$ cat src/rtl/wshb_arb_pkg.sv
// Shared types for the two-master Wishbone arbiter.
// Holds the grant FSM encoding, bus widths and the next-grant function.
package wshb_arb_pkg;

    localparam int NB_MASTERS = 2;
    localparam int AW = 32;
    localparam int DW = 32;
    localparam int SW = DW / 8;

    typedef enum logic [1:0] {
        IDLE,
        GNT0,
        GNT1
    } arb_state_t;

    typedef struct packed {
        logic          cyc;
        logic          stb;
        logic          we;
        logic [AW-1:0] adr;
        logic [SW-1:0] sel;
        logic [DW-1:0] dat;
        logic [2:0]    cti;
        logic [1:0]    bte;
    } wb_req_t;

    // last = 1 means master 1 held the bus most recently
    function automatic arb_state_t arb_next(
        input arb_state_t s,
        input logic       last,
        input logic       cyc0,
        input logic       req0,
        input logic       cyc1,
        input logic       req1
    );
        arb_state_t n;
        n = s;
        unique case (s)
            IDLE: begin
                if (req0 && req1)
                    n = last ? GNT0 : GNT1;
                else if (req0)
                    n = GNT0;
                else if (req1)
                    n = GNT1;
            end
            GNT0: if (!cyc0) n = req1 ? GNT1 : IDLE;
            GNT1: if (!cyc1) n = req0 ? GNT0 : IDLE;
            default: n = IDLE;
        endcase
        return n;
    endfunction

endpackage

$ cat src/rtl/wshb_if.sv
// Wishbone B4 classic/registered-feedback bundle.
// master/slave modports are named from the owning module's side.
interface wshb_if;
    import wshb_arb_pkg::*;

    logic          cyc;
    logic          stb;
    logic          we;
    logic [AW-1:0] adr;
    logic [SW-1:0] sel;
    logic [DW-1:0] dat_ms;
    logic [DW-1:0] dat_sm;
    logic          ack;
    logic          err;
    logic          rty;
    logic [2:0]    cti;
    logic [1:0]    bte;

    modport master (
        output cyc, stb, we, adr, sel, dat_ms, cti, bte,
        input  dat_sm, ack, err, rty
    );

    modport slave (
        input  cyc, stb, we, adr, sel, dat_ms, cti, bte,
        output dat_sm, ack, err, rty
    );

endinterface

$ cat src/rtl/wshb_arb_quota.sv
// Per-grant ack counter and bus-permission token, shared by both grants.
// token falls on the edge after the ack that reaches quota (0 = unlimited).
module wshb_arb_quota
    import wshb_arb_pkg::*;
#(
    parameter int QW = 16
) (
    input  logic          clk,
    input  logic          rst,
    input  logic          clear,
    input  logic          inc,
    input  logic [QW-1:0] quota,
    output logic          token
);

    logic [QW-1:0] cnt;
    logic [QW-1:0] cnt_inc;

    assign cnt_inc = cnt + {{(QW-1){1'b0}}, 1'b1};

    always_ff @(posedge clk) begin
        if (rst) begin
            cnt   <= '0;
            token <= 1'b1;
        end else if (clear) begin
            cnt   <= '0;
            token <= 1'b1;
        end else if (inc) begin
            cnt <= cnt_inc;
            if (quota != '0 && cnt_inc == quota)
                token <= 1'b0;
        end
    end

endmodule

$ cat src/rtl/wshb_arbiter.sv
// Round-robin 2:1 Wishbone arbiter with per-master ack quota.
// Define WSHB_ARBITER_STATS_EN to enable the 32-bit per-port ack counters.
module wshb_arbiter
    import wshb_arb_pkg::*;
#(
    parameter int QUOTA0 = 64,
    parameter int QUOTA1 = 16,
    parameter int QW     = 16
) (
    input  logic        clk,
    input  logic        rst,
    wshb_if.slave       wshb_ifs0,
    wshb_if.slave       wshb_ifs1,
    wshb_if.master      wshb_ifm,
    output logic        token0,
    output logic        token1,
    output logic [31:0] ack_cnt0,
    output logic [31:0] ack_cnt1
);

    localparam logic [QW-1:0] Q0 = QW'(QUOTA0);
    localparam logic [QW-1:0] Q1 = QW'(QUOTA1);

    arb_state_t state;
    arb_state_t nxt;
    logic       last_gnt;
    logic       req0, req1;
    logic       g0, g1;
    logic       enter;
    logic       inc;
    logic       tok;
    wb_req_t    r0, r1, rm;

    assign req0 = wshb_ifs0.cyc & wshb_ifs0.stb;
    assign req1 = wshb_ifs1.cyc & wshb_ifs1.stb;
    assign g0   = (state == GNT0);
    assign g1   = (state == GNT1);

    assign nxt = arb_next(state, last_gnt,
                          wshb_ifs0.cyc, req0,
                          wshb_ifs1.cyc, req1);

    assign enter = (nxt != state) && (nxt != IDLE);

    always_ff @(posedge clk) begin
        if (rst) begin
            state    <= IDLE;
            last_gnt <= 1'b1;
        end else begin
            state <= nxt;
            if (enter)
                last_gnt <= (nxt == GNT1);
        end
    end

    // Acks with the granted stb low are not real transfers
    assign inc = wshb_ifm.ack &
                 ((g0 & wshb_ifs0.stb) | (g1 & wshb_ifs1.stb));

    wshb_arb_quota #(
        .QW(QW)
    ) u_quota (
        .clk  (clk),
        .rst  (rst),
        .clear(enter),
        .inc  (inc),
        .quota(g1 ? Q1 : Q0),
        .token(tok)
    );

    assign token0 = ~(g0 & ~tok);
    assign token1 = ~(g1 & ~tok);

    assign r0 = '{
        cyc: wshb_ifs0.cyc,
        stb: wshb_ifs0.stb,
        we:  wshb_ifs0.we,
        adr: wshb_ifs0.adr,
        sel: wshb_ifs0.sel,
        dat: wshb_ifs0.dat_ms,
        cti: wshb_ifs0.cti,
        bte: wshb_ifs0.bte
    };

    assign r1 = '{
        cyc: wshb_ifs1.cyc,
        stb: wshb_ifs1.stb,
        we:  wshb_ifs1.we,
        adr: wshb_ifs1.adr,
        sel: wshb_ifs1.sel,
        dat: wshb_ifs1.dat_ms,
        cti: wshb_ifs1.cti,
        bte: wshb_ifs1.bte
    };

    always_comb begin
        rm = '0;
        unique case (1'b1)
            g0:      rm = r0;
            g1:      rm = r1;
            default: rm = '0;
        endcase
    end

    assign wshb_ifm.cyc    = rm.cyc;
    assign wshb_ifm.stb    = rm.stb;
    assign wshb_ifm.we     = rm.we;
    assign wshb_ifm.adr    = rm.adr;
    assign wshb_ifm.sel    = rm.sel;
    assign wshb_ifm.dat_ms = rm.dat;
    assign wshb_ifm.cti    = rm.cti;
    assign wshb_ifm.bte    = rm.bte;

    assign wshb_ifs0.ack    = g0 & wshb_ifm.ack;
    assign wshb_ifs1.ack    = g1 & wshb_ifm.ack;
    assign wshb_ifs0.err    = g0 & wshb_ifm.err;
    assign wshb_ifs1.err    = g1 & wshb_ifm.err;
    assign wshb_ifs0.rty    = g0 & wshb_ifm.rty;
    assign wshb_ifs1.rty    = g1 & wshb_ifm.rty;
    assign wshb_ifs0.dat_sm = wshb_ifm.dat_sm;
    assign wshb_ifs1.dat_sm = wshb_ifm.dat_sm;

`ifdef WSHB_ARBITER_STATS_EN
    logic [31:0] cnt0, cnt1;

    always_ff @(posedge clk) begin
        if (rst) begin
            cnt0 <= '0;
            cnt1 <= '0;
        end else begin
            if (g0 & wshb_ifs0.stb & wshb_ifm.ack)
                cnt0 <= cnt0 + 32'd1;
            if (g1 & wshb_ifs1.stb & wshb_ifm.ack)
                cnt1 <= cnt1 + 32'd1;
        end
    end

    assign ack_cnt0 = cnt0;
    assign ack_cnt1 = cnt1;
`else
    assign ack_cnt0 = '0;
    assign ack_cnt1 = '0;
`endif

endmodule

$ cat src/flat_wrapper.sv
// flat-port wrapper written by rule: the top's interface ports become plain ports
module wshb_arbiter_flat import wshb_arb_pkg::*;
#(
    parameter int QUOTA0 = 64,
    parameter int QUOTA1 = 16,
    parameter int QW     = 16
)
  (clk, rst, token0, token1, ack_cnt0, ack_cnt1, wshb_ifs0_cyc, wshb_ifs0_stb, wshb_ifs0_we, wshb_ifs0_adr, wshb_ifs0_sel, wshb_ifs0_dat_ms, wshb_ifs0_cti, wshb_ifs0_bte, wshb_ifs0_dat_sm, wshb_ifs0_ack, wshb_ifs0_err, wshb_ifs0_rty, wshb_ifs1_cyc, wshb_ifs1_stb, wshb_ifs1_we, wshb_ifs1_adr, wshb_ifs1_sel, wshb_ifs1_dat_ms, wshb_ifs1_cti, wshb_ifs1_bte, wshb_ifs1_dat_sm, wshb_ifs1_ack, wshb_ifs1_err, wshb_ifs1_rty, wshb_ifm_cyc, wshb_ifm_stb, wshb_ifm_we, wshb_ifm_adr, wshb_ifm_sel, wshb_ifm_dat_ms, wshb_ifm_cti, wshb_ifm_bte, wshb_ifm_dat_sm, wshb_ifm_ack, wshb_ifm_err, wshb_ifm_rty);
  wshb_if wshb_ifs0_i ();
  wshb_if wshb_ifs1_i ();
  wshb_if wshb_ifm_i ();
  input  logic clk;
  input  logic rst;
  output logic token0;
  output logic token1;
  output logic [31:0] ack_cnt0;
  output logic [31:0] ack_cnt1;
  input wire logic [$bits(wshb_ifs0_i.cyc)-1:0] wshb_ifs0_cyc;
  input wire logic [$bits(wshb_ifs0_i.stb)-1:0] wshb_ifs0_stb;
  input wire logic [$bits(wshb_ifs0_i.we)-1:0] wshb_ifs0_we;
  input wire logic [$bits(wshb_ifs0_i.adr)-1:0] wshb_ifs0_adr;
  input wire logic [$bits(wshb_ifs0_i.sel)-1:0] wshb_ifs0_sel;
  input wire logic [$bits(wshb_ifs0_i.dat_ms)-1:0] wshb_ifs0_dat_ms;
  input wire logic [$bits(wshb_ifs0_i.cti)-1:0] wshb_ifs0_cti;
  input wire logic [$bits(wshb_ifs0_i.bte)-1:0] wshb_ifs0_bte;
  output wire logic [$bits(wshb_ifs0_i.dat_sm)-1:0] wshb_ifs0_dat_sm;
  output wire logic [$bits(wshb_ifs0_i.ack)-1:0] wshb_ifs0_ack;
  output wire logic [$bits(wshb_ifs0_i.err)-1:0] wshb_ifs0_err;
  output wire logic [$bits(wshb_ifs0_i.rty)-1:0] wshb_ifs0_rty;
  input wire logic [$bits(wshb_ifs1_i.cyc)-1:0] wshb_ifs1_cyc;
  input wire logic [$bits(wshb_ifs1_i.stb)-1:0] wshb_ifs1_stb;
  input wire logic [$bits(wshb_ifs1_i.we)-1:0] wshb_ifs1_we;
  input wire logic [$bits(wshb_ifs1_i.adr)-1:0] wshb_ifs1_adr;
  input wire logic [$bits(wshb_ifs1_i.sel)-1:0] wshb_ifs1_sel;
  input wire logic [$bits(wshb_ifs1_i.dat_ms)-1:0] wshb_ifs1_dat_ms;
  input wire logic [$bits(wshb_ifs1_i.cti)-1:0] wshb_ifs1_cti;
  input wire logic [$bits(wshb_ifs1_i.bte)-1:0] wshb_ifs1_bte;
  output wire logic [$bits(wshb_ifs1_i.dat_sm)-1:0] wshb_ifs1_dat_sm;
  output wire logic [$bits(wshb_ifs1_i.ack)-1:0] wshb_ifs1_ack;
  output wire logic [$bits(wshb_ifs1_i.err)-1:0] wshb_ifs1_err;
  output wire logic [$bits(wshb_ifs1_i.rty)-1:0] wshb_ifs1_rty;
  output wire logic [$bits(wshb_ifm_i.cyc)-1:0] wshb_ifm_cyc;
  output wire logic [$bits(wshb_ifm_i.stb)-1:0] wshb_ifm_stb;
  output wire logic [$bits(wshb_ifm_i.we)-1:0] wshb_ifm_we;
  output wire logic [$bits(wshb_ifm_i.adr)-1:0] wshb_ifm_adr;
  output wire logic [$bits(wshb_ifm_i.sel)-1:0] wshb_ifm_sel;
  output wire logic [$bits(wshb_ifm_i.dat_ms)-1:0] wshb_ifm_dat_ms;
  output wire logic [$bits(wshb_ifm_i.cti)-1:0] wshb_ifm_cti;
  output wire logic [$bits(wshb_ifm_i.bte)-1:0] wshb_ifm_bte;
  input wire logic [$bits(wshb_ifm_i.dat_sm)-1:0] wshb_ifm_dat_sm;
  input wire logic [$bits(wshb_ifm_i.ack)-1:0] wshb_ifm_ack;
  input wire logic [$bits(wshb_ifm_i.err)-1:0] wshb_ifm_err;
  input wire logic [$bits(wshb_ifm_i.rty)-1:0] wshb_ifm_rty;
  assign wshb_ifs0_i.cyc = wshb_ifs0_cyc;
  assign wshb_ifs0_i.stb = wshb_ifs0_stb;
  assign wshb_ifs0_i.we = wshb_ifs0_we;
  assign wshb_ifs0_i.adr = wshb_ifs0_adr;
  assign wshb_ifs0_i.sel = wshb_ifs0_sel;
  assign wshb_ifs0_i.dat_ms = wshb_ifs0_dat_ms;
  assign wshb_ifs0_i.cti = wshb_ifs0_cti;
  assign wshb_ifs0_i.bte = wshb_ifs0_bte;
  assign wshb_ifs0_dat_sm = wshb_ifs0_i.dat_sm;
  assign wshb_ifs0_ack = wshb_ifs0_i.ack;
  assign wshb_ifs0_err = wshb_ifs0_i.err;
  assign wshb_ifs0_rty = wshb_ifs0_i.rty;
  assign wshb_ifs1_i.cyc = wshb_ifs1_cyc;
  assign wshb_ifs1_i.stb = wshb_ifs1_stb;
  assign wshb_ifs1_i.we = wshb_ifs1_we;
  assign wshb_ifs1_i.adr = wshb_ifs1_adr;
  assign wshb_ifs1_i.sel = wshb_ifs1_sel;
  assign wshb_ifs1_i.dat_ms = wshb_ifs1_dat_ms;
  assign wshb_ifs1_i.cti = wshb_ifs1_cti;
  assign wshb_ifs1_i.bte = wshb_ifs1_bte;
  assign wshb_ifs1_dat_sm = wshb_ifs1_i.dat_sm;
  assign wshb_ifs1_ack = wshb_ifs1_i.ack;
  assign wshb_ifs1_err = wshb_ifs1_i.err;
  assign wshb_ifs1_rty = wshb_ifs1_i.rty;
  assign wshb_ifm_cyc = wshb_ifm_i.cyc;
  assign wshb_ifm_stb = wshb_ifm_i.stb;
  assign wshb_ifm_we = wshb_ifm_i.we;
  assign wshb_ifm_adr = wshb_ifm_i.adr;
  assign wshb_ifm_sel = wshb_ifm_i.sel;
  assign wshb_ifm_dat_ms = wshb_ifm_i.dat_ms;
  assign wshb_ifm_cti = wshb_ifm_i.cti;
  assign wshb_ifm_bte = wshb_ifm_i.bte;
  assign wshb_ifm_i.dat_sm = wshb_ifm_dat_sm;
  assign wshb_ifm_i.ack = wshb_ifm_ack;
  assign wshb_ifm_i.err = wshb_ifm_err;
  assign wshb_ifm_i.rty = wshb_ifm_rty;
  wshb_arbiter #(.QUOTA0(QUOTA0), .QUOTA1(QUOTA1), .QW(QW)) u_core (.clk(clk), .rst(rst), .wshb_ifs0(wshb_ifs0_i), .wshb_ifs1(wshb_ifs1_i), .wshb_ifm(wshb_ifm_i), .token0(token0), .token1(token1), .ack_cnt0(ack_cnt0), .ack_cnt1(ack_cnt1));
endmodule
$ cat config.mk
export PLATFORM = sky130hd
export DESIGN_NAME = wshb_arbiter_flat
export DESIGN_NICKNAME = d
export VERILOG_FILES = /design/src/rtl/wshb_arb_pkg.sv /design/src/rtl/wshb_if.sv /design/src/rtl/wshb_arb_quota.sv /design/src/rtl/wshb_arbiter.sv /design/src/flat_wrapper.sv
export SDC_FILE = /design/constraint.sdc
export NUM_CORES = 1
export LEC_CHECK = 0
export ABC_AREA = 0
export CORE_AREA = 4 4 152 154
export DETAILED_ROUTE_END_ITERATION = 6
export DIE_AREA = 0 0 156 158
export PLACE_DENSITY = 0.62
export SYNTH_ARGS = -nofsm -noshare
export SYNTH_HDL_FRONTEND = slang
export SYNTH_HIERARCHICAL = 1
export SYNTH_SLANG_ARGS = --single-unit
$ cat constraint.sdc
create_clock -name clk -period 3.6 [get_ports clk]
set_input_delay 0.36 -clock clk [delete_from_list [all_inputs] [get_ports clk]]
set_output_delay 0.36 -clock clk [all_outputs]
set_load 0.005 [all_outputs]
==> results_dict.tcl, run 1 <==
set metrics [dict create \
    status "finished, final reports clean" \
    finalMaxSlewViolations 0 \
    dp_hpwl_mm 16.9 \
    fp-row-count 54 \
    cts.repair.resized 0 \
    grt_overflow 0 \
    place.gp.congestion 0.863 \
    fill_cells 2317 \
    finalInstanceArea_sq_um 6000 \
    r2r_cells 13 \
    fin_crit_ns 3.20 \
    cts_hold_buf 0 \
    slew_headroom 0.560 \
    ys.flop_type "dfxtp_1" \
    syn_area_per_cell_sq_um 7.36 \
    cts_root_buffer "clkbuf_16" \
    dieHeight_um 158 \
    synthCells 516 \
    setup_ws_ns 0.397 \
    h-tree-depth 1 \
    place_area_sq_um 5900 \
    seqCellArea_sq_um 400 \
    viasPerCell 4.10 \
    core_sq_um 21700 \
    dieWidth_um 156 \
    cts.sinks 20 \
    numCtsBuffers 3 \
    synth_edf_count 0 \
    post_cts_buffers 0 \
    setup_tns_ns 0 \
    total_power_w 0.00107 \
    cts_buffer_depth 2 \
    ioPinCount 401 \
    die_area_sq_um 24600 \
    drc 0 \
    first_pass_iters 4 \
    grt_pass1_wl_mm 25.4 \
    startpoint_type "flip-flop" \
    ys_seq_area_frac 0.105 \
    timing.fmax_mhz 312 \
    maxCapViolations 0 \
    portBuffers 240 \
    worstPathArrival_ns 3.35 \
    nets 900 \
    setup_viol 0 \
    tightest_slew_ns 0.660 \
    endpoint_kind "flip-flop" \
    drtIter0Drc 303 \
    vias 4049 \
    grt_max_degree 60 \
    cellPowerDensity_nw_per_um2 179 \
    grtUsageTotal 0.140 \
    cts_tree "built" \
    crit_type "reg2reg" \
    crit_required_ns 3.74 \
    ant_nets 0 \
    synth_cell_type_count 55 \
    clock_latency_ns 0.26 \
    max-vdd-ir-drop_mv 0.114 \
    multi_input_area_sq_um 2660 \
    wl_per_cell_um 19.8 \
    synth_area_sq_um 3800 \
    synth-seq-cells 20 \
    fin_skew_ns 0.00222 \
    final_util 0.277 \
    synthArstFlopShare 0 \
    wl_mm 19.5 \
    final-hold-violation-count 0 \
    hp-class "reg2reg" \
    finalCritPeriodShare 0.890 \
    clkTransAtPathRegs_ns 0.05 \
    drive_gt1_frac 0.0312 \
    antenna_found_initial 9 \
    ys.warnings.count 6 \
    p_leak_nw 2.04 \
    area_growth_pct 57.9 \
    hold_path_depth 2 \
    worstPathMaxFanout 13 \
    rsz0062_at_grt "false" \
    start_util 0.175 \
    grt_pass1_vias 3763 \
    pre_cts_ws_ns 0.235 \
]
cell usage after synthesis (2+ instances only):
| master | count | area [sq um] |
|---|---|---|
| nand3b_1 | 4 | 30.0 |
| buf_4 | 128 | 961 |
| dfxtp_1 | 20 | 400 |
| nor2_1 | 23 | 86.3 |
| a22oi_1 | 76 | 571 |
| nor3_1 | 4 | 20.0 |
| buf_2 | 7 | 35.0 |
| xnor2_1 | 16 | 140 |
| nand2b_1 | 3 | 18.8 |
| or3_1 | 3 | 18.8 |
| nand3_1 | 9 | 45.0 |
| buf_6 | 2 | 22.5 |
| inv_1 | 8 | 30.0 |
| clkbuf_1 | 28 | 105 |
| nor2b_1 | 80 | 500 |
| o2111ai_1 | 2 | 17.5 |
| and2_1 | 9 | 56.3 |
| xor2_1 | 16 | 140 |
| nand4_1 | 10 | 62.6 |
| and3_1 | 4 | 25.0 |
| and4_1 | 2 | 17.5 |
| a21oi_1 | 4 | 20.0 |
| nand2_1 | 13 | 48.8 |
| nor4_1 | 5 | 31.3 |
| o21ai_0 | 4 | 20.0 |
| ha_1 | 5 | 62.6 |
| mux2i_1 | 3 | 30.0 |
cells by family after synthesis:
kind of cell	synth area share
buffers and inverters	0.305
other	0.000987
DFF	0.105
adders and majority gates	0.0165
muxes	0.00791
and+or+nand+nor	0.279
AOI/OAI and AO/OA	0.212
xor gates and xnor gates	0.0738
cells in the final DEF (no fill, tap or decap), types with 2 or more instances in the layout:
master / n
nor2_1: 23
a21oi_1: 4
nand3b_1: 4
nand3_1: 9
conb_1: 106
nor3_1: 4
nand4_1: 10
clkbuf_16: 3
clkdlybuf4s50_1: 240
dfxtp_1: 20
nor2b_1: 80
a22oi_1: 76
nand2_1: 13
ha_1: 2
and2_1: 9
or3_1: 3
mux2i_1: 3
o2111ai_1: 2
nor4_1: 5
buf_4: 5
xor2_1: 16
ha_4: 2
o21ai_0: 4
xnor2_1: 16
and4_1: 2
inv_1: 8
diode_2: 2
nand2b_1: 3
and3_1: 4
path summary, 6_finish.rpt:
kind | from | slack [ns] | end
worst min register to register | u_core/u_quota/cnt[1] | 0.53 | u_core/u_quota/cnt[1]
worst min-delay path | u_core/u_quota/cnt[1] | 0.53 | u_core/u_quota/cnt[1]
worst max-delay path | u_core/state[0] | 0.40 | u_core/u_quota/token
worst max register to register | u_core/state[0] | 0.40 | u_core/u_quota/token
layout make-up:
class	count	area share
inverters	8	0.00501
multi-input cells	427	0.444
flip-flops and latches	20	0.0668
well taps	280	0.0584
repair buffers	246	0.410
diodes	2	0.000835
clock buffers	4	0.0148
flip-flops by register name, summed over array words and instances (netlist names):
signal                cells
u_core/state              2
u_core/u_quota/cnt       16
u_core/u_quota/token      1
u_core/last_gnt           1
per-layer routing:
metal	part of all wire	wire length, um	track usage
met5	0.0043	83	0
met4	0.030	586	0.0488
met3	0.19	3750	0.116
met2	0.44	8630	0.210
met1	0.33	6470	0.146
worst max-delay path, stage by stage (launching register included):
cell,delay [ns]
dfxtp_1,0.53
inv_1,0.18
ha_4,0.25
a22o_1,0.26
a21oi_1,0.18
a21oi_2,0.10
a22oi_2,0.16
inv_1,0.07
or2_2,0.31
nor4_1,0.27
nand4_1,0.14
nor4_2,0.26
o2111ai_1,0.14
o31a_1,0.25
metrics by stage:
step / instances / hold slack [ns]
floorplan: 621 / 0.432
global placement: 981 / 0.499
detailed placement: 981 / 0.515
CTS: 985 / 0.529
global route: 985 / 0.565
finish: 987 / 0.525
where the power goes:
part | switching, W | internal [W]
sequential | 0.00000777 | 0.000226
combinational | 0.000249 | 0.000336
clock | 0.0000850 | 0.000170
(Power assumes the default switching activity.)
==> inputs of run 2 (changes only) <==
--- a/config.mk
+++ b/config.mk
@@ -6,10 +6,12 @@
 export NUM_CORES = 1
 export LEC_CHECK = 0
 export ABC_AREA = 0
-export CORE_AREA = 4 4 152 154
+export CAP_MARGIN = 0
+export CORE_AREA = 4 4 154 156
 export DETAILED_ROUTE_END_ITERATION = 6
-export DIE_AREA = 0 0 156 158
-export PLACE_DENSITY = 0.62
+export DIE_AREA = 0 0 158 160
+export DONT_BUFFER_PORTS = 1
+export PLACE_DENSITY = 0.38
 export SYNTH_ARGS = -nofsm -noshare
 export SYNTH_HDL_FRONTEND = slang
 export SYNTH_HIERARCHICAL = 1
==> run 2 against run 1 <==
Die area rose by 2.6%. Power fell by 24%. Non-clock buffer count shrank 240. Setup slack better by 0.084 ns. Global-route usage fell by 2.0 points. First-iteration DRC count fell by 38%. Register-to-register slack better by 0.08 ns. Maximum frequency grew 2.7%. Sequential cell count unchanged. Sequential power barely moved.
==> results_dict.tcl, run 2 (same netlist as run 1, synthesis figures left out) <==
set metrics [dict create \
    status "finished, final reports clean" \
    max-vdd-ir-drop_mv 0.144 \
    fill_cells 2568 \
    finalMaxSlewViolations 0 \
    crit_slowest_cell "dfxtp_1" \
    antenna_found_initial 7 \
    core_sq_um 22400 \
    cts.sinks 20 \
    cpMostUsedCell "inv_1" \
    numCtsBuffers 3 \
    portBuffers 0 \
    grt_overflow 0 \
    maxCapViolations 0 \
    worstPathCellList "inv_1 > ha_4 > a22o_1 > a21oi_1 > a21oi_2 > a22oi_2 > inv_1 > or2_2 > nor4_1 > nand4_1 > nor4_2 > o2111ai_1 > o31a_1" \
    ioPinCount 401 \
    cts.repair.resized 0 \
    post_cts_buffers 0 \
    top_regs "u_core/u_quota/cnt: 16 flops, u_core/state: 2 flops" \
    drc 0 \
    startpoint_type "flip-flop" \
    worstPathMaxFanout 10 \
    area_growth_pct -5.47 \
    rsz0062_at_grt "false" \
    clkTransAtPathRegs_ns 0.06 \
    cts_tree "built" \
    rr_endpoint "u_core/u_quota/token" \
    cellPowerDensity_nw_per_um2 228 \
    hp-class "in2reg" \
    multi_input_area_sq_um 2660 \
    timing.fmax_mhz 321 \
    place.gp.congestion 0.729 \
    dp_hpwl_mm 15.0 \
    place_area_sq_um 3490 \
    fin_skew_ns 0.00502 \
    drive_gt1_frac 0.0473 \
    fp-row-count 55 \
    dieHeight_um 160 \
    die_area_sq_um 25300 \
    crit_required_ns 3.74 \
    tightest_slew_ns 0.770 \
    finalInstanceArea_sq_um 3590 \
    first_pass_iters 4 \
    r2r_cells 13 \
    largest_reg_flops 16 \
    fin_crit_ns 3.12 \
    start_util 0.170 \
    top_register "u_core/u_quota/cnt" \
    grtUsageTotal 0.120 \
    wl_mm 17.2 \
    critPathMaxStageDelay_ns 0.47 \
    cts_buffer_depth 2 \
    seqCellArea_sq_um 400 \
    layout_common_cells "conb_1 (106), nor2b_1 (80), a22oi_1 (76)" \
    clock_latency_ns 0.26 \
    grt_max_degree 75 \
    wl_per_cell_um 22.8 \
    cts_hold_buf 0 \
    vias 3109 \
    endpoint_kind "flip-flop" \
    ant_nets 0 \
    worstPathArrival_ns 3.26 \
    cts_root_buffer "clkbuf_16" \
    setup_viol 0 \
    grt_pass1_vias 2742 \
    cp-endpoint "u_core/u_quota/token" \
    p_leak_nw 1.14 \
    nets 660 \
    viasPerCell 4.13 \
    dieWidth_um 158 \
    setup_tns_ns 0 \
    final_common_cell "conb_1" \
    finalCritPeriodShare 0.866 \
    drtIter0Drc 187 \
    startpoint "u_core/state[1]" \
    grt_pass1_wl_mm 21.5 \
    final-hold-violation-count 0 \
    slew_headroom 0.486 \
    timing.rr.start "u_core/state[1]" \
    crit_type "reg2reg" \
    h-tree-depth 1 \
    ff2ff_setup_slack_ns 0.48 \
]
## run 2: cell types whose count changed in the layout (fill, tap and decap cells not counted), sizes merged
cell / delta
clkdlybuf4s50: -240
diode: +1
## run 2: worst min path at each step
stage,start,cells past startpoint,slack (ns),end
2_1_floorplan,rst,1,0.43,u_core/state[0]
3_3_place_gp,rst,1,0.44,u_core/state[0]
3_5_place_dp,rst,1,0.44,u_core/state[0]
4_1_cts,rst,1,0.17,u_core/state[0]
5_1_grt,rst,1,0.16,u_core/state[0]
6_report,rst,1,0.17,u_core/state[0]
## run 2: final cells by class
type / count / share of cell area
tap: 285 / 0.0993
sequential: 20 / 0.111
antenna: 3 / 0.00209
multi-input combinational: 427 / 0.741
clock buffer: 4 / 0.0247
timing repair buffer: 6 / 0.0125
inverter: 8 / 0.00836
## run 2: where the power goes
part           internal [W]  switching (W)
Clock              0.000170      0.0000890
Combinational      0.000132       0.000199
Sequential         0.000226     0.00000450
Total              0.000527       0.000293
## run 2: per-stage QoR
step                      worst slack, ns  utilization  hold slack, ns  cells  power [W]
final                               0.481        0.161           0.172    753   0.000820
after detailed placement            0.455        0.156           0.438    746   0.000567
after global routing                0.175        0.160           0.163    750   0.000877
after global placement              0.502        0.156           0.445    746   0.000569
after CTS                           0.448        0.160           0.166    750   0.000833
after floorplan                     0.592            -           0.432    621   0.000608
## run 2: critical path, delay by kind of cell, from the launching register on
| family | cells | cell delay, ns |
|---|---|---|
| fa+ha+maj | 1 | 0.24 |
| flops | 1 | 0.47 |
| buf+inv | 2 | 0.25 |
| simple gates | 4 | 0.97 |
| compound gates | 6 | 1.08 |
## run 2: per-layer routing
| metal | vias to the layer above | global-route usage | routed length, um |
|---|---|---|---|
| met2 | 196 | 0.171 | 6990 |
| met5 | - | 0 | 38 |
| met1 | 1400 | 0.127 | 5930 |
| met4 | 6 | 0.0330 | 443 |
| li1 | 1461 | - | - |
| met3 | 46 | 0.118 | 3750 |
